`src/rtl/qpsk_symbol_framer.sv`:
```
// QPSK symbol framer: byte FIFO feeding preamble / SFD / payload dibits to the modulator.
// Build macro QPSK_PREAMBLE_EN adds the alternating-phase preamble ahead of each SFD.
module qpsk_symbol_framer #(
   parameter int unsigned FIFO_DEPTH   = 16,
   parameter int unsigned PREAMBLE_LEN = 32,
   parameter logic [7:0]  SFD_BYTE     = 8'hD5
) (
   input  logic                          clk,
   input  logic                          reset,
   input  logic [7:0]                    s_data,
   input  logic                          s_valid,
   output logic                          s_ready,
   input  logic                          mod_req,
   output logic [1:0]                    symbol_out,
   output logic                          symbol_en,
   output logic                          busy,
   output logic                          frame_done,
   output logic [$clog2(FIFO_DEPTH):0]   fifo_level
);

   localparam int unsigned PTR_W = $clog2(FIFO_DEPTH);
   localparam int unsigned LVL_W = PTR_W + 1;
`ifdef QPSK_PREAMBLE_EN
   localparam int unsigned PRE_W = $clog2(PREAMBLE_LEN + 1);
`endif

   if (FIFO_DEPTH < 2 || (FIFO_DEPTH & (FIFO_DEPTH - 1)) != 0 || PREAMBLE_LEN < 1) begin : g_bad_param
      $error("qpsk_symbol_framer: illegal FIFO_DEPTH or PREAMBLE_LEN");
   end

   typedef enum logic [1:0] {
      IDLE     = 2'd0,
`ifdef QPSK_PREAMBLE_EN
      PREAMBLE = 2'd1,
`endif
      SFD      = 2'd2,
      PAYLOAD  = 2'd3
   } state_t;

   state_t            state;
   logic [1:0]        dibit_idx;
   logic [7:0]        shreg;
`ifdef QPSK_PREAMBLE_EN
   logic [PRE_W-1:0]  pre_cnt;
`endif

   logic [7:0]        mem [FIFO_DEPTH];
   logic [PTR_W-1:0]  wr_ptr;
   logic [PTR_W-1:0]  rd_ptr;
   logic              full;
   logic              empty;
   logic              push;
   logic              pop;
   logic [7:0]        rd_data;

   assign full    = (fifo_level == LVL_W'(FIFO_DEPTH));
   assign empty   = (fifo_level == '0);
   assign s_ready = !full;
   assign push    = s_valid && !full;
   assign pop     = mod_req && (state == PAYLOAD) && (dibit_idx == 2'd0) && !empty;
   assign rd_data = mem[rd_ptr];

   function automatic logic [1:0] dibit_of(input logic [7:0] b, input logic [1:0] idx);
      case (idx)
         2'd0:    dibit_of = b[7:6];
         2'd1:    dibit_of = b[5:4];
         2'd2:    dibit_of = b[3:2];
         default: dibit_of = b[1:0];
      endcase
   endfunction

   // Storage array carries no reset; only pointers and level define validity.
   always_ff @(posedge clk) begin
      if (push) mem[wr_ptr] <= s_data;
   end

   always_ff @(posedge clk) begin
      if (reset) begin
         wr_ptr     <= '0;
         rd_ptr     <= '0;
         fifo_level <= '0;
      end else begin
         if (push) wr_ptr <= wr_ptr + PTR_W'(1);
         if (pop)  rd_ptr <= rd_ptr + PTR_W'(1);
         case ({push, pop})
            2'b10:   fifo_level <= fifo_level + LVL_W'(1);
            2'b01:   fifo_level <= fifo_level - LVL_W'(1);
            default: fifo_level <= fifo_level;
         endcase
      end
   end

   // Framing FSM; advances only on modulator requests, frame_done self-clears.
   always_ff @(posedge clk) begin
      if (reset) begin
         state      <= IDLE;
         dibit_idx  <= 2'd0;
         shreg      <= 8'h00;
         symbol_out <= 2'b00;
         symbol_en  <= 1'b0;
         busy       <= 1'b0;
         frame_done <= 1'b0;
`ifdef QPSK_PREAMBLE_EN
         pre_cnt    <= '0;
`endif
      end else begin
         frame_done <= 1'b0;
         if (mod_req) begin
            case (state)
               IDLE: begin
                  if (!empty) begin
                     busy      <= 1'b1;
                     symbol_en <= 1'b1;
`ifdef QPSK_PREAMBLE_EN
                     state      <= PREAMBLE;
                     symbol_out <= 2'b00;
                     pre_cnt    <= PRE_W'(1);
`else
                     state      <= SFD;
                     symbol_out <= dibit_of(SFD_BYTE, 2'd0);
                     dibit_idx  <= 2'd1;
`endif
                  end else begin
                     symbol_en  <= 1'b0;
                     symbol_out <= 2'b00;
                  end
               end
`ifdef QPSK_PREAMBLE_EN
               PREAMBLE: begin
                  if (pre_cnt == PRE_W'(PREAMBLE_LEN)) begin
                     state      <= SFD;
                     symbol_out <= dibit_of(SFD_BYTE, 2'd0);
                     dibit_idx  <= 2'd1;
                  end else begin
                     symbol_out <= {pre_cnt[0], 1'b0};
                     pre_cnt    <= pre_cnt + PRE_W'(1);
                  end
               end
`endif
               SFD: begin
                  symbol_out <= dibit_of(SFD_BYTE, dibit_idx);
                  dibit_idx  <= dibit_idx + 2'd1;
                  if (dibit_idx == 2'd3) state <= PAYLOAD;
               end
               PAYLOAD: begin
                  if (dibit_idx == 2'd0) begin
                     if (!empty) begin
                        shreg      <= rd_data;
                        symbol_out <= dibit_of(rd_data, 2'd0);
                        dibit_idx  <= 2'd1;
                     end else begin
                        state      <= IDLE;
                        busy       <= 1'b0;
                        symbol_en  <= 1'b0;
                        symbol_out <= 2'b00;
                        frame_done <= 1'b1;
                     end
                  end else begin
                     symbol_out <= dibit_of(shreg, dibit_idx);
                     dibit_idx  <= dibit_idx + 2'd1;
                  end
               end
               default: state <= IDLE;
            endcase
         end
      end
   end

endmodule

```
`config.mk`:
```
export PLATFORM = sky130hd
export DESIGN_NAME = qpsk_symbol_framer
export DESIGN_NICKNAME = d
export VERILOG_FILES = /design/src/rtl/qpsk_symbol_framer.sv
export SDC_FILE = /design/constraint.sdc
export NUM_CORES = 1
export LEC_CHECK = 0
export CAP_MARGIN = 10
export CORE_MARGIN = 2
export CORE_UTILIZATION = 55
export DETAILED_ROUTE_END_ITERATION = 7
export HOLD_SLACK_MARGIN = 0.12
export PLACE_DENSITY = 0.73
export SYNTH_ARGS = -nofsm -noshare
export SYNTH_HDL_FRONTEND = slang
export SYNTH_SLANG_ARGS = --single-unit
```
`constraint.sdc`:
```
create_clock -name clk -period 3.6 [get_ports clk]
set_input_delay 0.54 -clock clk [delete_from_list [all_inputs] [get_ports clk]]
set_output_delay 0.54 -clock clk [all_outputs]
set_load 0.01 [all_outputs]
```
; ---- After elaboration in Yosys (flattened, before gate mapping)
; Memories as Yosys holds them, arrays and structs flattened. A register that Yosys moved wholly into a read port is not among the register bits.
; Cells that the tools add are included.
; W data, S select, Z words.
[totals]
n_memories = 1
in_bits = 12
elab_cells = 76
output_inout_bits = 11
mem_bits_rw = 128
ff_bits = 28
[memory_table]
columns = memory, depth, word_bits, rd, rd_clocked_by_memory_dff, wr, line_no
row1 = mem, 16, 8, 1, 1, 1, 47  ; logic [7:0] mem [FIFO_DEPTH];
[op_classes]
n_reduce_logical = 18
add_sub_neg = 5
n_bitwise = 4
eq_ne = 12
muxes = 26
[ops]
columns = op, count
row1 = $mux W2, 10
row2 = $pmux W2 S3, 3
row3 = $eq A2 B2 Y1 const B, 5
row4 = $pmux W5 S2, 1
row5 = $reduce_and A5 Y1, 2
row6 = $add A4 B1 Y4 const B, 2
row7 = $mux W4, 2
row8 = $reduce_and A4 Y1, 2
row9 = $mux W1, 7
row10 = $ne A2 B2 Y1 const B, 3
row11 = $add A5 B1 Y5 const B, 1
row12 = $eq A5 B5 Y1 const B, 1
row13 = $logic_not A5 Y1, 1
row14 = $sub A5 B1 Y5 const B, 1
row15 = $eq A2 B1 Y1 const B, 2
row16 = $logic_and A1 B1 Y1, 4
row17 = $logic_not A2 Y1, 2
row18 = $not A1 Y1, 4
row19 = $pmux W1 S2, 2
row20 = $pmux W2 S2, 1
row21 = $reduce_bool A2 Y1, 2
row22 = $reduce_or A4 Y1, 1
row23 = $reduce_bool A3 Y1, 1
row24 = $add A2 B1 Y2 const B, 1
row25 = other kinds (3), 4

; ---- Depth between registers and ports, before layout
[depth]
depth_word = 6
ltp_mapped = 14
mapped_depth_nobuf = 13

; ---- Least setup slack after synthesis
; OpenSTA, ideal clock, no wires.
[synth_path]
path_kind = flip-flop to flip-flop
startpoint = reg fifo_level[1]
endpoint = reg fifo_level[2]
path_slack_ns = 0.362
n_path_buf = 2
setup_time_ns = 0.121
synth_period_minus_slack_ns = 3.238
required_time_ns = 3.479
path_stages_with_launch = 14
arrival_time_ns = 3.117
cell_sequence = dfxtp_1 -> buf_6 -> or4_4 -> o21ai_4 -> inv_2 -> ha_1 -> clkbuf_1 -> xor2_1 -> ha_1 -> nor2_1 -> xor2_1 -> or4_1 -> o31ai_1 -> mux2_2
[synth_between]
elab_chain_len = 5
word_cells_on_any_way = 12
classes_between = add/sub: 2 / eq/ne: 3 / mux: 1 / reduce/logical: 6
[synth_lines]
columns = element, line_no
row1 = "start, declared", 18  ; output logic [$clog2(FIFO_DEPTH):0] fifo_level
row2 = "start signal, assigned", 86  ; 2'b10: fifo_level <= fifo_level + LVL_W'(1);
row3 = "start signal, assigned", 87  ; 2'b01: fifo_level <= fifo_level - LVL_W'(1);
row4 = "start signal, assigned", 88  ; default: fifo_level <= fifo_level;
row5 = $logic_not A5 Y1 (*), 57  ; assign empty = (fifo_level == '0);
row6 = $logic_not A1 Y1 (*), -
row7 = $logic_and A1 B1 Y1 (*), 60  ; assign pop = mod_req && (state == PAYLOAD) && (dibit_idx == 2'd0) && !empty;
row8 = named net pop, 53  ; logic pop;
row9 = $eq A2 B1 Y1 or $eq A2 B2 Y1 (tied branches), 85  ; case ({push, pop})
row10 = $pmux W5 S2 or $reduce_bool A2 Y1 (tied branches), -
; Mark *: on every way through the listed nets, which the timed path passes. The rest lies on a longest branch.
; A chain may end at the register's enable or synchronous reset.

; ---- Worst setup path in the final report
; Same ends and word-level chain as after synthesis.

==> impl_metrics.py <==
metrics = {
    "status": {
        "status": "finished with violations",
        "violations": "design-rule violations",
    },
    "worst_setup_path": {
        "start_kind": "flop",
        "cp_max_fo": 10,
        "critPathKind": "reg2reg",
        "arrival_ns": 3.46,
        "crit-reg2reg-capture": "fifo_level[2]$_SDFFE_PP0P_",
        "r2r-start": "fifo_level[1]$_SDFFE_PP0P_",
        "ff2ff_path_depth": 11,
        "crit_required_ns": 3.91,
        "endpoint_kind": "flop",
        "r2r_slack_ns": 0.45,
    },
    "routing": {
        "drc": 3,
        "vias": 3684,
        "routed_wl_um": 13200,
        "wl_per_cell_um": 21.5,
        "drt_iter0_drc": 369,
        "postRouteAntennaNets": 0,
        "via_per_inst": 6.03,
        "firstDrtPassIters": 7,
    },
    "clock_network": {
        "clk_latency_ns": 0.43,
        "cts_setup_buffers": 0,
        "htree_levels": 4,
        "clock-sinks": 160,
        "path_clk_slew_ns": 0.06,
        "clockBufferDepth": 2,
        "cts_root_buf": "clkbuf_16",
        "cts_inserted_buffers": 17,
        "cts-hold-fix-buffers": 0,
        "cts_tree": "yes",
        "post_cts_resized": 0,
    },
    "power": {
        "power.density_mw_per_mm2": 530,
        "ir_drop_v": 0.000412,
        "p_leak_nw": 2.52,
    },
    "cells_and_area": {
        "drive_gt1_share_pct": 18.2,
        "synthToLayoutAreaGrowth_pct": 15.7,
        "fin_cells": 611,
        "ff_latch_area_mm2": 0.00449,
        "multiInputGateArea_mm2": 0.00193,
        "nets": 480,
        "finalInstanceArea_mm2": 0.00759,
        "num-fill-cells": 796,
        "n_antenna_cell": 0,
    },
    "sta": {
        "fin_crit_sh_pct": 87.4,
        "fin_skew_ns": 0.00779,
        "setup_viol_count_final": 0,
        "setup_ws_ns": 0.452,
        "finalHoldViolCount": 0,
        "worst_slew_pin_slew_ns": 0.878,
        "finalCriticalPeriod_ns": 3.15,
        "setup_tns_ns": 0,
        "rsz0062_at_grt": "no",
        "slew_headroom_pct": 41.3,
        "slew_viol_final": 0,
        "max_freq_ghz": 0.318,
    },
    "die": {
        "core_mm2": 0.0115,
        "initial_core_util_pct": 57.0,
        "die-area_mm2": 0.0128,
        "pin_count": 23,
        "die_y_um": 113,
        "num_rows": 39,
        "die_w_um": 113,
    },
    "synth": {
        "synth-seq-area-share_pct": 68.4,
        "ys_async_sr_fraction_pct": 0,
        "ys_ff_latch": 160,
        "avgSynthCellArea_um2": 15.6,
        "yosysUniqueCellTypes": 44,
        "synth-main-ff-cell": "edfxtp_1",
        "syn-num-nets": 443,
        "yosys_warnings": 0,
        "syn_area_mm2": 0.00656,
        "synth_edf_count": 128,
        "netlist_instances": 420,
    },
    "min_path": {
        "whs_path_depth": 2,
        "hold_end": "shreg[3]$_SDFFE_PP0P_",
        "hold_start": "shreg[3]$_SDFFE_PP0P_",
        "hold_class": "reg2reg",
    },
    "global_route": {
        "grt_max_degree": 20,
        "antenna_found_initial": 0,
        "grt_pass1_vias": 3795,
        "grt_pass1_wl_um": 21300,
        "grt-ovfl-total": 0,
        "grt_util_all_layers_pct": 23.0,
    },
    "placed_design": {
        "pre_cts_slack_ns": 0.253,
        "portBuffers": 22,
        "place_hpwl_um": 8630,
        "dpl_cell_area_mm2": 0.00701,
        "placed_cells": 581,
        "place.gp.congestion": 0.824,
    },
    "run": {
        "cap_viol_max_count": 0,
    },
}
-- logic make-up after synthesis --
kind of cell               count (synthesis)  synth area share [%]
muxes                                     39                  12.2
and+or+nand+nor                           98                  6.96
adders and majority gates                 11                  2.10
AOI/OAI and AO/OA                         67                  6.83
xor gates and xnor gates                  10                  1.34
DFF                                      160                  68.4
buffers and inverters                     35                  2.23
-- metrics by stage --
stage | util, % | power, mW | hold WS (ns)
CTS | 65.9 | 4.06 | 0.498
global placement | 60.9 | 2.26 | 0.468
floorplan | - | 2.18 | 0.456
finish | 65.9 | 4.02 | 0.494
detailed placement | 60.9 | 2.27 | 0.483
global route | 65.9 | 4.15 | 0.524
-- worst max path at each step --
stage                                     startpoint  cells after the start                    endpoint  slack [ns]
after floorplan           fifo_level[1]$_SDFFE_PP0P_                     13  fifo_level[2]$_SDFFE_PP0P_        0.36
after global placement                       mod_req                     12  fifo_level[2]$_SDFFE_PP0P_        0.42
after detailed placement                     mod_req                     12  fifo_level[2]$_SDFFE_PP0P_        0.25
after CTS                 fifo_level[1]$_SDFFE_PP0P_                     11  fifo_level[2]$_SDFFE_PP0P_        0.45
after global routing      fifo_level[2]$_SDFFE_PP0P_                     11  fifo_level[2]$_SDFFE_PP0P_        0.27
final                     fifo_level[1]$_SDFFE_PP0P_                     11  fifo_level[2]$_SDFFE_PP0P_        0.45
-- power breakdown --
group / total (mW) / switching [mW] / internal, mW
Clock: 1.79 / 0.647 / 1.14
Combinational: 0.184 / 0.108 / 0.0761
Sequential: 2.05 / 0.0214 / 2.03
Total: 4.02 / 0.777 / 3.25
-- routing by layer --
metal  up-vias  GRT usage (%)  share of wire, %
li1       1696              -                 -
met1      1857           29.6                41
met2       109           38.0                52
met3        22           5.95               5.1
met4         0           8.94               1.6
met5         -              0                 0
-- cell usage in the layout (no fill, tap or decap), types with 5 or more instances in the layout --
cell	count
edfxtp_1	128
nor2_1	49
mux4_2	32
dfxtp_1	31
a21oi_1	25
clkdlybuf4s50_1	22
buf_4	21
nand2_1	20
a22oi_1	17
clkbuf_16	17
ha_1	11
inv_1	9
nor3_1	8
xor2_1	7
o21ai_0	6
nand2b_1	5
clkbuf_1	5
-- cell usage after synthesis, drive strengths merged, types with 8 or more instances --
library cell,instances,area share [%]
edfxtp,128,59
nor2,49,2.8
dfxtp,32,9.8
mux4,32,11
a21oi,25,1.9
nand2,20,1.1
a22oi,17,1.9
clkbuf,15,0.86
ha,11,2.1
buf,10,0.80
inv,10,0.57
nor3,8,0.61
-- state kept, by name, indices dropped and copies added, names as in the netlist, named ones only --
register,flops
symbol_en,1
state,2
wr_ptr,4
busy,1
symbol_out,2
mem,128
dibit_idx,2
rd_ptr,4
frame_done,1
shreg,6
fifo_level,5
-- area by class of cell --
type | instances | share of cell area (%)
Clock buffer | 22 | 5.85
Timing Repair Buffer | 43 | 4.98
Sequential cell | 160 | 59.1
Inverter | 10 | 0.494
Tap cell | 143 | 2.36
Multi-Input combinational cell | 225 | 25.4
Clock inverter | 8 | 1.83
-- worst max-delay path, stage by stage, from the launching register on --
cell and delay, ns:
dfxtp_1 0.43, or4_4 0.58, o21ai_4 0.15, inv_2 0.09, ha_1 0.22, xor2_1 0.18
ha_1 0.26, nor2_1 0.07, xor2_1 0.15, or4_1 0.41, o31ai_1 0.10, mux2_2 0.38
No activity file was read; power rests on OpenSTA's default activity.
